[src/rtl/dest_fifo.sv]
// Software-filled destination-ID queue drained by the TX packetizer; push visible on tx_* one cycle later.
// tx_valid/tx_dest come straight from state; the head holds until tx_ready, and pushes into a full queue are dropped and flagged.
module dest_fifo #(
  parameter int DEPTH  = 16,
  parameter int ID_W   = 5,
  parameter int DATA_W = 32
) (
  input  logic              clk,
  input  logic              rst,
  input  logic              bus_wen,
  input  logic              bus_ren,
  input  logic [31:0]       bus_addr,
  input  logic [DATA_W-1:0] bus_wdata,
  output logic [DATA_W-1:0] bus_rdata,
  output logic              tx_valid,
  output logic [ID_W-1:0]   tx_dest,
  input  logic              tx_ready,
  output logic              overflow
);

  localparam int AW = $clog2(DEPTH);
  localparam int CW = AW + 1;

  localparam logic [1:0] REG_COUNT  = 2'd0;
  localparam logic [1:0] REG_STATUS = 2'd1;
  localparam logic [1:0] REG_PUSH   = 2'd2;
  localparam logic [1:0] REG_CTRL   = 2'd3;

  logic [ID_W-1:0] mem [DEPTH];
  logic [AW-1:0]   rd_ptr;
  logic [AW-1:0]   wr_ptr;
  logic [CW-1:0]   count;

  logic [1:0] reg_sel;
  logic       full;
  logic       empty;
  logic       pop;
  logic       push_req;
  logic       push_ok;
  logic       flush;
  logic       ovf_clr;
  logic       unused_bits;

  assign reg_sel     = bus_addr[3:2];
  assign unused_bits = ^{bus_addr[31:4], bus_addr[1:0], bus_wdata[DATA_W-1:ID_W]};

  always_comb begin
    full     = (count == CW'(DEPTH));
    empty    = (count == '0);
    tx_valid = !empty;
    tx_dest  = tx_valid ? mem[rd_ptr] : '0;
    pop      = tx_valid && tx_ready;
    push_req = bus_wen && (reg_sel == REG_PUSH);
    // a pop in the same cycle frees the slot, so a full queue still accepts
    push_ok  = push_req && (!full || pop);
    flush    = bus_wen && (reg_sel == REG_CTRL) && bus_wdata[0];
    ovf_clr  = bus_wen && (reg_sel == REG_STATUS) && bus_wdata[0];
  end

  always_ff @(posedge clk) begin
    if (!rst && !flush && push_ok) begin
      mem[wr_ptr] <= bus_wdata[ID_W-1:0];
    end
  end

  always_ff @(posedge clk) begin
    if (rst) begin
      rd_ptr   <= '0;
      wr_ptr   <= '0;
      count    <= '0;
      overflow <= 1'b0;
    end else begin
      if (flush) begin
        rd_ptr <= '0;
        wr_ptr <= '0;
        count  <= '0;
      end else begin
        if (pop)     rd_ptr <= rd_ptr + 1'b1;
        if (push_ok) wr_ptr <= wr_ptr + 1'b1;
        case ({push_ok, pop})
          2'b10:   count <= count + 1'b1;
          2'b01:   count <= count - 1'b1;
          default: count <= count;
        endcase
      end
      // a dropped push outranks a same-cycle clear
      if (push_req && full && !pop) begin
        overflow <= 1'b1;
      end else if (ovf_clr) begin
        overflow <= 1'b0;
      end
    end
  end

  always_ff @(posedge clk) begin
    if (rst || !bus_ren) begin
      bus_rdata <= '0;
    end else begin
      case (reg_sel)
        REG_COUNT:  bus_rdata <= {{(DATA_W-CW){1'b0}}, count};
        REG_STATUS: bus_rdata <= {{(DATA_W-3){1'b0}}, empty, full, overflow};
        default:    bus_rdata <= '0;
      endcase
    end
  end

endmodule
[config.mk]
export PLATFORM = sky130hd
export DESIGN_NAME = dest_fifo
export DESIGN_NICKNAME = d
export VERILOG_FILES = /design/src/rtl/dest_fifo.sv
export SDC_FILE = /design/constraint.sdc
export NUM_CORES = 1
export LEC_CHECK = 0
export CORE_MARGIN = 5
export CORE_UTILIZATION = 53
export CTS_CLUSTER_DIAMETER = 50
export DETAILED_ROUTE_END_ITERATION = 6
export GPL_ROUTABILITY_DRIVEN = 0
export PLACE_DENSITY = 0.87
export SLEW_MARGIN = 20
export SYNTH_ARGS = -nofsm -noshare
export SYNTH_HDL_FRONTEND = slang
export SYNTH_SLANG_ARGS = --single-unit
[constraint.sdc]
create_clock -name clk -period 4.9 [get_ports clk]
set_input_delay 0.98 -clock clk [delete_from_list [all_inputs] [get_ports clk]]
set_output_delay 0.98 -clock clk [all_outputs]
set_load 0.01 [all_outputs]
==> results list <==
- Maximum fanout count along the critical path: 20
* PwrDens: 438 nW/µm²
* Number of buffers inserted during clock tree synthesis: 9
* Post-layout net count: 397
* Relative slew margins: 35.7%
* Post-layout min period: 3570 ps
- Max-cap violations in this run came to 0.
* Leakage component of the power: 1.57 nW
* Number of buffers inserted by port buffering: 23
- Across all hold checks on the routed design, the worst slack comes to 527 ps.
- Share of final-layout standard cells stronger than drive strength 1: 14.4%
- Post-Syn Area: 4500 µm²
- Latest clock arrival within the worst-skew pair: 370 ps
- CTS Buffer Depth: 2
- Number of optimization iterations in the first detailed-route pass: 5
- Initial antenna violation count: 0
* Largest net degree at the start of global routing: 21
- Per-cell via count in the routed design: 5.61
* Required time worst endpoint: 3920 ps
- Static timing analysis puts the maximum clock frequency at 280 MHz.
- Kind of start point of the critical path: register
- In the synthesized netlist, the number of instances is 301.
- The synthesized design contains 80 enable-type register cells.
- The root buffer cell chosen for the clock tree is sky130_fd_sc_hd__clkbuf_8.
* Number of placement rows: 33
* Number of resized instances in the post-cts repair step: 0
* Via count of the routed design: 2425
- The first global-routing pass estimated 12200 µm of wire.
- CTS Sinks: 103
* Run status: finished, final reports clean
- The filler cells instantiated in the layout total 637.
- The die is 102 µm wide.
- Vert. Die Dim: 102 µm
- Effective utilization at floorplan: 54.4%
- The synthesized design contains 103 register bits.
- Overall power consumption after layout is estimated at 2.14 mW.
- Setup repair after global routing left no endpoint under its margin.
- The worst hold path belongs to the class register to register.
- Transition time of the tightest slew-check pin: 963 ps
- Non-filler cells, final: 432
- Counting tap cells, the placed design contains a total of 416 instances.
- Setup TNS Final: 0 ps
- The number of global-route vias before repair came to 2366.
- Placed wire-length estimate: 5500 µm
* Per-instance average area after synthesis: 14.9 µm²
- GRT Util Overall: 15.6%
- Clock-pin slew was measured on the worst setup and hold paths at 100 ps.
- Number of setup violations in the final report: 0
- In this run the standard cell core region covers 8260 µm².
- The final layout contains routed wiring with a total length of 7890 µm.
- In the synthesized netlist the async set-or-reset flop fraction comes to 0%.
* Hold buffer count at CTS: 0
* Type of the worst setup path: register to output pin
* Ant. Diodes: 0
* H-tree level count: 3
* Clk_skew: 15.2 ps
- 108 I/O pins were placed.
* Die footprint: 10400 µm²
* Endpoint type of the worst setup path: output pin
- The number of pins exceeding their max-slew limit in the final report is 0.
- DRC marker count from the first detailed-route iteration: 127
* Post-synthesis to final-layout area growth: 8.93%
- After detailed routing, the average wire length per cell comes to 18.3 µm.
* Final cycle utilization of the critical path: 72.8%
- Hold violation count in the final report: 0
* Sequential area share after synthesis: 63.7%
* DRC Markers: 0
* Crit path DAT: 2590 ps
- Post-CTS setup buffer count: 0
* CTS tree: done
* Yosys warning total: 0
- Among all flip-flop cells after synthesis, the most frequent one is sky130_fd_sc_hd__edfxtp_1.
- Summed over all layers, the global routing overflow is 0.
- Once detail routing completed, the nets flagged for antenna violations numbered 0.
* Number of distinct standard cells referenced by the synthesized netlist: 49
- Maximum vdd ir drop: 0.000268 V
## Yosys cell counts (all sizes together) (2+ instances only)
cell type | instances | area share, %
xor2 | 3 | 0.58
clkbuf | 8 | 0.67
nand3 | 9 | 1.0
nand2b | 4 | 0.56
a31oi | 2 | 0.28
mux2i | 14 | 3.1
or4 | 2 | 0.42
nor2 | 27 | 2.3
o211ai | 2 | 0.45
xnor2 | 4 | 0.78
dfxtp | 23 | 10
o22ai | 5 | 0.70
ha | 6 | 1.7
a211oi | 3 | 0.50
nand4 | 2 | 0.28
nor3 | 8 | 0.89
o32ai | 2 | 0.56
buf | 33 | 5.3
nand2 | 10 | 0.84
inv | 8 | 0.67
o21ai | 3 | 0.33
mux4 | 20 | 10
a21oi | 4 | 0.45
a311oi | 2 | 0.39
mux2 | 2 | 0.50
edfxtp | 80 | 53
## cell type report
class                   instances  area, µm²  area share [%]
flip-flops and latches        103       2860            58.5
multi-input cells             175       1430            29.2
repair buffers                 25        245            5.01
well taps                     105        131            2.68
clock buffers                   9        124            2.53
clock inverters                 7       72.6            1.48
inverters                       8       30.0           0.613
## power by group
| group | internal [mW] | leakage (nW) | switching (mW) |
|---|---|---|---|
| Sequential | 0.966 | 0.905 | 0.0596 |
| Combinational | 0.295 | 0.564 | 0.303 |
| Clock | 0.202 | 0.102 | 0.317 |
| Total | 1.46 | 1.57 | 0.680 |
## layout by cell type (no fill, tap or decap), types with 2 or more instances in the layout
| master | synthesis | routed |
|---|---|---|
| sky130_fd_sc_hd__clkdlybuf4s50_1 | 0 | 23 |
| sky130_fd_sc_hd__nand2_1 | 10 | 10 |
| sky130_fd_sc_hd__a311oi_1 | 2 | 2 |
| sky130_fd_sc_hd__mux4_2 | 20 | 20 |
| sky130_fd_sc_hd__mux2i_1 | 14 | 14 |
| sky130_fd_sc_hd__a21oi_1 | 4 | 4 |
| sky130_fd_sc_hd__buf_4 | 28 | 2 |
| sky130_fd_sc_hd__nand3_1 | 9 | 9 |
| sky130_fd_sc_hd__o22ai_1 | 5 | 5 |
| sky130_fd_sc_hd__xnor2_1 | 4 | 4 |
| sky130_fd_sc_hd__nand2b_1 | 4 | 4 |
| sky130_fd_sc_hd__inv_1 | 8 | 8 |
| sky130_fd_sc_hd__a211oi_1 | 3 | 3 |
| sky130_fd_sc_hd__nor2_1 | 26 | 26 |
| sky130_fd_sc_hd__edfxtp_1 | 80 | 80 |
| sky130_fd_sc_hd__nor3_1 | 8 | 8 |
| sky130_fd_sc_hd__ha_1 | 6 | 6 |
| sky130_fd_sc_hd__inv_8 | 0 | 3 |
| sky130_fd_sc_hd__nand4_1 | 2 | 2 |
| sky130_fd_sc_hd__clkbuf_8 | 0 | 9 |
| sky130_fd_sc_hd__xor2_1 | 3 | 3 |
| sky130_fd_sc_hd__a31oi_1 | 2 | 2 |
| sky130_fd_sc_hd__dfxtp_1 | 23 | 23 |
| sky130_fd_sc_hd__conb_1 | 1 | 27 |
| sky130_fd_sc_hd__o21ai_0 | 3 | 3 |
## through the flow
stage | setup WS, ps | utilization, % | area [µm²]
finish | 1330 | 59.3 | 4900
global placement | 1150 | 56.9 | 4700
global route | 1160 | 59.3 | 4900
CTS | 1280 | 59.3 | 4900
detailed placement | 1070 | 56.9 | 4700
floorplan | 2120 | - | 4590
## cells by family after synthesis
logic type	Yosys count	synth area share, %
xor gates and xnor gates	7	1.36
muxes	36	13.6
other	1	0.0834
DFF	103	63.7
buffers and inverters	49	6.65
and+or+nand+nor	70	8.07
AOI/OAI and AO/OA	29	4.84
adders and majority gates	6	1.67
## final timing paths
kind / from / end / slack [ps] / cells after the start
worst max register to register: count[1] / count[2] / 2280 / 8
worst min-delay path: overflow / overflow / 530 / 2
worst min register to register: overflow / overflow / 530 / 2
worst max-delay path: register / tx_dest[4] / 1330 / 4
## state kept, by name, summed over array words and instances, names as in the netlist, named ones only
name,flops
mem,80
bus_rdata,5
count,5
rd_ptr,4
wr_ptr,4
overflow,1
## per-layer routing
layer	track usage, %	part of all wire, %	up-vias
met5	0	0	-
li1	-	-	1138
met3	3.89	6.0	12
met2	25.9	50	80
met1	20.4	42	1195
met4	4.64	1.4	0
## worst max-delay path, cell delays in order (launching register included)
cell and delay, ps:
sky130_fd_sc_hd__dfxtp_1 970, sky130_fd_sc_hd__mux4_2 420, sky130_fd_sc_hd__mux2i_1 230, sky130_fd_sc_hd__o22ai_1 110, sky130_fd_sc_hd__clkdlybuf4s50_1 490
Note: power is estimated with default switching activity, not from simulation.
